<file path="config.mk">
export PLATFORM = sky130hd
export DESIGN_NAME = data_memory_mc
export DESIGN_NICKNAME = d
export VERILOG_FILES = /design/src/rtl/data_memory_mc.sv
export SDC_FILE = /design/constraint.sdc
export NUM_CORES = 2
export LEC_CHECK = 0
export ABC_AREA = 0
export CELL_PAD_IN_SITES_DETAIL_PLACEMENT = 1
export CELL_PAD_IN_SITES_GLOBAL_PLACEMENT = 2
export CORE_MARGIN = 2
export CORE_UTILIZATION = 38
export CTS_CLUSTER_SIZE = 12
export DETAILED_ROUTE_END_ITERATION = 6
export PLACE_DENSITY_LB_ADDON = 0.1
export SYNTH_ARGS = -nofsm -noshare
export SYNTH_HDL_FRONTEND = slang
export SYNTH_SLANG_ARGS = --single-unit
</file>
<file path="constraint.sdc">
create_clock -name clk -period 3.9 [get_ports clk]
set_input_delay 0.78 -clock clk [delete_from_list [all_inputs] [get_ports clk]]
set_output_delay 0.78 -clock clk [all_outputs]
set_load 0.01 [all_outputs]
</file>
<file path="src/rtl/data_memory_mc.sv">
// data_memory_mc: multi-cycle big-endian byte-addressed data memory with fault detection
//   Params : DEPTH_BYTES (array bytes, multiple of 4), LATENCY (1..15 cycles accept->execute)
//   Inputs : clk, startin (sync active-high reset), Address, WriteData, MemWrite, MemRead,
//            Size (00 byte, 01 half, 10 word), Unsigned (zero-extend loads)
//   Outputs: ReadData (held between loads), Stall (BUSY), Done (completion pulse), Fault (with Done)
//   Option : DMEM_PRELOAD_EN -> reset loads word i with i+1, last word with 0
module data_memory_mc #(
  parameter int DEPTH_BYTES = 64,
  parameter int LATENCY = 2
) (
  input  logic        clk,
  input  logic        startin,
  input  logic [31:0] Address,
  input  logic [31:0] WriteData,
  input  logic        MemWrite,
  input  logic        MemRead,
  input  logic [1:0]  Size,
  input  logic        Unsigned,
  output logic [31:0] ReadData,
  output logic        Stall,
  output logic        Done,
  output logic        Fault
);
  localparam int AW = $clog2(DEPTH_BYTES);
  typedef enum logic [1:0] {IDLE, BUSY, DONE} state_t;
  state_t state, stateNext;
  logic [3:0] cnt, cntNext;
  logic [7:0] mem [DEPTH_BYTES];
  logic [AW-1:0] addrQ;
  logic [31:0] dataQ, loadVal;
  logic [1:0] sizeQ;
  logic unsQ, writeQ, faultQ, req, reqFault, exec;
  logic [2:0] nBytes;
  logic [7:0] b0, b1, b2, b3;
  assign req = state != BUSY && (MemRead || MemWrite);
  assign nBytes = Size == 2'b00 ? 3'd1 : Size == 2'b01 ? 3'd2 : 3'd4;
  // range check uses the full 32-bit address with a carry bit so wrap-around cannot hide overflow
  assign reqFault = Size == 2'b11 || (MemRead && MemWrite) || (Size == 2'b01 && Address[0]) ||
                    (Size == 2'b10 && Address[1:0] != 2'b00) ||
                    {1'b0, Address} + 33'(nBytes) > 33'(DEPTH_BYTES);
  assign exec = state == BUSY && cnt == 4'd0;
  always_comb begin
    stateNext = state;
    cntNext = cnt;
    if (state == BUSY) begin
      stateNext = cnt == 4'd0 ? DONE : BUSY;
      cntNext = cnt == 4'd0 ? 4'd0 : cnt - 4'd1;
    end else if (req) begin
      stateNext = reqFault ? DONE : BUSY;
      cntNext = reqFault ? 4'd0 : 4'(LATENCY - 1);
    end else stateNext = IDLE;
  end
  always_ff @(posedge clk) begin
    if (startin) begin
      state <= IDLE;
      cnt <= 4'd0;
      ReadData <= 32'd0;
      faultQ <= 1'b0;
    end else begin
      state <= stateNext;
      cnt <= cntNext;
      if (req) begin
        addrQ <= Address[AW-1:0];
        dataQ <= WriteData;
        sizeQ <= Size;
        unsQ <= Unsigned;
        writeQ <= MemWrite;
        faultQ <= reqFault;
      end
      if (exec && !writeQ) ReadData <= loadVal;
    end
  end
  assign Stall = state == BUSY;
  assign Done = state == DONE;
  assign Fault = Done && faultQ;
  // byte at the latched address is the most significant byte of the unit
  assign b0 = mem[addrQ];
  assign b1 = mem[addrQ + AW'(1)];
  assign b2 = mem[addrQ + AW'(2)];
  assign b3 = mem[addrQ + AW'(3)];
  assign loadVal = sizeQ == 2'b00 ? {{24{!unsQ && b0[7]}}, b0} :
                   sizeQ == 2'b01 ? {{16{!unsQ && b0[7]}}, b0, b1} : {b0, b1, b2, b3};
  always_ff @(posedge clk) begin
`ifdef DMEM_PRELOAD_EN
    if (startin) begin
      for (int i = 0; i < DEPTH_BYTES; i++)
        mem[i] <= 8'((i / 4 < DEPTH_BYTES / 4 - 1 ? i / 4 + 1 : 0) >> (8 * (3 - i % 4)));
    end else
`endif
    if (exec && writeQ && !startin) begin
      mem[addrQ] <= sizeQ == 2'b00 ? dataQ[7:0] : sizeQ == 2'b01 ? dataQ[15:8] : dataQ[31:24];
      if (sizeQ != 2'b00) mem[addrQ + AW'(1)] <= sizeQ == 2'b01 ? dataQ[7:0] : dataQ[23:16];
      if (sizeQ == 2'b10) begin
        mem[addrQ + AW'(2)] <= dataQ[15:8];
        mem[addrQ + AW'(3)] <= dataQ[7:0];
      end
    end
  end
endmodule

</file>
Yosys cells after proc, flatten, opt, wreduce, memory -nomap -nowiden
Memories as Yosys holds them, arrays and structs flattened. A register that Yosys moved wholly into a read port is not among the register bits.
Cells that the tools add are included.

word-level totals
  memory bits (writable) = 512
  register bits after elaboration = 81
  bits in latches = 0
  output and inout bits = 35
  word-level logic and storage cells = 74
  memories kept = 1
  ROM bits = 0

memory list
  memory  depth  bits a word  read ports  clocked after memory_dff  write ports  line  RTL
  mem     64     8            4           1                         4            28    logic [7:0] mem [DEPTH_BYTES];

operators by class
  bitwise logic cells = 1
  magnitude comparators = 1
  multiply operators = 0
  multiplexer cells = 24
  add/sub/neg operators = 5
  shift-type cells = 0
  reductions and logical operators = 25
  eq/ne operators = 8
  divide/modulo/power cells = 0

operator list
  kind                 number
  $mux 32              2
  $add 32x3->33        1
  $gt 33x7->1 const B  1
  $mux 8               3
  $add 6x2->6 const B  2
  $mux 4               3
  $logic_and 1x1->1    10
  $mux 1               9
  $eq 2x2->1 const B   4
  $mux 2               4
  $add 6x1->6 const B  1
  $eq 2x1->1 const B   3
  $mux 3               2
  $mux 6               1
  $reduce_bool 2->1    3
  $logic_or 1x1->1     5
  $logic_not 2->1      2
  $logic_not 4->1      1
  $sub 4x1->4 const B  1
  $logic_not 1->1      3
  $ne 2x1->1 const B   1
  $reduce_and 2->1     1
  $not 1->1            1

Logic depth before layout (Yosys ltp)
  depth after elaboration = 9
  depth in mapped cells = 18
  mapped depth without buffers = 11

Worst setup path after synthesis
No wires, ideal clock.

  path type = flip-flop to flip-flop
  start = register addrQ[1]
  end = memory mem[54][0] (enable)
  data arrival time = 3.794 ns
  buffers on the path = 9
  cell stages (with the launch flop) = 17
  period minus slack after synthesis = 4.172 ns
  required time = 3.522 ns
  path slack = -0.272 ns
  path through = edfxtp_1 -> buf_2 -> buf_2 -> buf_2 -> buf_2 -> buf_2 -> inv_1 -> ha_1 -> xnor2_2 -> buf_2 -> buf_2 -> buf_2 -> nand3_1 -> nor2_1 -> buf_2 -> a21oi_1 -> o221ai_1

RTL lines
  item                    line  RTL
  from (decl)             29    logic [AW-1:0] addrQ;
  from (signal assigned)  63    addrQ <= Address[AW-1:0];
  to (decl)               28

Worst setup path after layout
  start = register addrQ[1]
  end = register ReadData[5]

on the way
  word-level cells in the longest chain between the ends = 4

ends and longest elaborated chain
  item                                        line    RTL
  $add 6x2->6 or $add 6x1->6 (tied branches)  80, 78
  $mem_v2 64x8 *                              --
  $mux 32 *                                   82      sizeQ == 2'b01 ? {{16{!unsQ && b0[7]}}, b0, b1} : {b0, b1, b2, b3};
  $mux 32 *                                   81      assign loadVal = sizeQ == 2'b00 ? {{24{!unsQ && b0[7]}}, b0} :
  to (signal assigned)                        70      if (exec && !writeQ) ReadData <= loadVal;
  to (decl)                                   19      output logic [31:0] ReadData,

Mark *: on every way between the ends. The rest lies on a longest branch, timed or not.
A chain may end at the register's enable or synchronous reset.

==> out/metrics.cfg <==
[yosys]
ys.flop_type = edfxtp_1
postSynthAreaPerCell_sq_um = 9.77
yosys-top-cells-area = edfxtp_1 30%, mux4_2 16%, mux2i_1 11%, nand2_1 6.5%, o21ai_0 4.2%
synth.net_count = 5745
yosysWarnings = 0
synth_common_cells = 959 x nand2_1, 620 x mux2i_1, 554 x edfxtp_1
postSynthCellCount = 5661
synth_top_area_share = 0.301
syn-cell-area_sq_um = 55300
synth-edff-count = 554
yosysTopAreaCell = edfxtp_1
yosysMostFrequentCell = nand2_1
async_flop_share = 0
synth_cell_types = 98
ys_ff_latch = 599
yosysSeqAreaShare = 0.317

[run_status]
outcome = finished with violations
failed_checks = negative setup slack

[drt]
drt_iter0_markers = 9869
via_per_inst = 7.38
drc = 0
routed_wirelength_um = 363000
via_count = 58428
wire_per_inst_um = 45.8
dr.pass1.iters = 6
drtAntennaViolNets = 0

[clock_network]
numCtsBuffers = 80
clock_path_buffers = 3
cts.htree.levels = 3
cts.sinks = 599
cts_root_buffer = clkbuf_16
clk_latency_ns = 0.76
path_clk_slew_ns = 0.07
cts_tree = yes

[timing]
worstMarginPinSlew_ns = 1.42
setup_viol = 2
rsz0062_at_grt = yes
fmax_ghz = 0.244
min_period_over_period = 1.05
slew_violations = 0
postLayoutSetupSlackWorst_ns = -0.195
fin_skew_ns = 0.0330
min_period_ns = 4.10
relSlewSlack = 0.0528
hold_violations = 0

[floorplan]
die_h_um = 385
rows = 139
die_w_um = 385
design.core.area_sq_um = 144000
dieArea_sq_um = 149000
initial_core_util = 0.384
pin_count = 106

[finish]
fillers = 15799
multi_input_area_sq_um = 35500
fin_nets = 6016
final_cell_area_sq_um = 66500
syn2layout_area_growth_pct = 20.3
final_cells = 7920
drive_above_1_share = 0.261
seq_area_sq_um = 17500

[setup_path]
worstReg2RegEnd = ReadData[5]$_SDFFE_PP0P_
ff2ff_setup_slack_ns = -0.20
start_kind = flip-flop
critPathKind = reg -> reg
end_kind = flip-flop
crit_fanout = 15
reg2reg_depth = 14
r2r_start = addrQ[1]$_DFFE_PP_
crit_arrival_ns = 4.72
critPathRequiredTime_ns = 4.53

[global_routing]
grt.total_usage = 0.478
grt_antenna_before_repair = 39
gr-total-overflow = 0
grt_max_degree = 65
grt_pass1_wl_um = 484000
grt_pass1_vias = 54976

[worst_hold_path]
hp-class = reg -> reg
hp-start = ReadData[27]$_SDFFE_PP0P_
whs_path_depth = 2
hold_end = ReadData[27]$_SDFFE_PP0P_

[pwr]
p_int_mw = 15.0
pwr-share-comb = 0.396
seqPwrFrac = 0.293
power.total_mw = 25.1
powerDensity_nw_per_um2 = 377
pwr-share-clk = 0.310
power.switching_mw = 10.1
leakage_nw = 24.4
p_sw_frac = 0.402
vdd_drop_max_uv = 405

[placement]
io_buffers = 105
place_area_sq_um = 63700
dp.cells = 7747
globalplace.congestion = 1.13
hpwl_um = 260000

[job]
cap_violations = 0

## worst max path at each step
stage                       startpoint                       end  slack (ns)  cells after the start
finish              addrQ[1]$_DFFE_PP_  ReadData[5]$_SDFFE_PP0P_       -0.20                     14
global route        addrQ[0]$_DFFE_PP_  ReadData[5]$_SDFFE_PP0P_       -0.09                     14
CTS                 addrQ[1]$_DFFE_PP_  ReadData[5]$_SDFFE_PP0P_       0.001                     14
global placement               Size[1]       faultQ$_SDFFE_PP0P_       -0.17                     14
detailed placement             Size[1]       faultQ$_SDFFE_PP0P_       -0.16                     14
floorplan           addrQ[1]$_DFFE_PP_      mem[24][0]$_DFFE_PP_       -0.05                     14
## stage by stage
stage,TNS [ns],hold slack [ns],setup WS (ns),util
after floorplan,-0.376,0.448,-0.0470,-
after global placement,-0.587,0.445,-0.167,0.442
after detailed placement,-0.485,0.457,-0.164,0.442
after CTS,0,0.466,0.00147,0.461
after global routing,-0.0899,0.485,-0.0899,0.461
final,-0.265,0.458,-0.195,0.462
## power by group through the flow
stage / Sequential [mW] / Combinational, mW / Clock [mW]
after floorplan: 7.38 / 4.83 / 0
after detailed placement: 7.48 / 9.35 / 0
after CTS: 7.34 / 9.39 / 7.80
after global routing: 7.35 / 9.95 / 7.97
after global placement: 7.48 / 9.24 / 0
final: 7.35 / 9.94 / 7.78
## sequential cells by signal, summed over array words and instances (netlist names), named ones only
| signal | count |
|---|---|
| ReadData | 32 |
| dataQ | 32 |
| cnt | 4 |
| faultQ | 1 |
| sizeQ | 2 |
| writeQ | 1 |
| addrQ | 6 |
| state | 2 |
| mem | 512 |
| unsQ | 1 |
## critical path, cell delays in order, from the launching register on
cell,delay (ns)
edfxtp_1,0.41
buf_4,0.19
inv_1,0.12
ha_4,0.41
inv_2,0.17
nor2_4,0.19
buf_12,0.23
buf_4,0.22
a22oi_1,0.09
nand4_1,0.50
nand4_1,0.64
nor3_2,0.27
buf_4,0.19
a21oi_1,0.05
a32o_1,0.26
## area by class of cell
type                    instances  share of cell area
diodes                         26            0.000978
inverters                      30             0.00181
repair buffers                796               0.124
clock inverters                39             0.00517
well taps                    1903              0.0358
flip-flops and latches        599               0.264
multi-input cells            4425               0.534
clock buffers                 102              0.0343
## layout by cell type, fill, tap and decap left out, drive strengths merged, types with 37 or more instances in the layout
| cell | instances |
|---|---|
| mux4 | 397 |
| o211ai | 245 |
| edfxtp | 554 |
| dfxtp | 45 |
| clkbuf | 103 |
| nand4 | 78 |
| nor3 | 67 |
| o21ai | 518 |
| buf | 690 |
| nand3 | 198 |
| mux2 | 168 |
| a221o | 115 |
| nand2 | 989 |
| a21oi | 134 |
| nor2 | 380 |
| mux2i | 620 |
| a22oi | 37 |
| clkdlybuf4s50 | 105 |
## logic make-up after synthesis
group / after synthesis / synth area share
AO/OA/AOI/OAI: 1333 / 0.160
XOR/XNOR: 24 / 0.00462
adder cells (fa/ha/maj): 13 / 0.00308
buffers and inverters: 637 / 0.0527
flip-flops: 599 / 0.317
multiplexers: 1185 / 0.308
AND/OR/NAND/NOR: 1870 / 0.154
## layer usage
| layer | track usage | wire (um) | vias up |
|---|---|---|---|
| met3 | 0.185 | 52100 | 1214 |
| met4 | 0.307 | 27900 | 30 |
| met2 | 0.674 | 149000 | 5018 |
| met5 | 0 | 210 | - |
| met1 | 0.607 | 134000 | 29695 |
| li1 | - | - | 22471 |
## what timing repair did
item	4_1_cts	5_1_grt
pin swaps	1	4
setup endpoints to repair	1	45
hold endpoints to repair	0	0
gates resized for setup	2	8
gates cloned	0	1
hold buffers	0	0
setup buffers	0	5
Power figures use the tool's default switching activity.
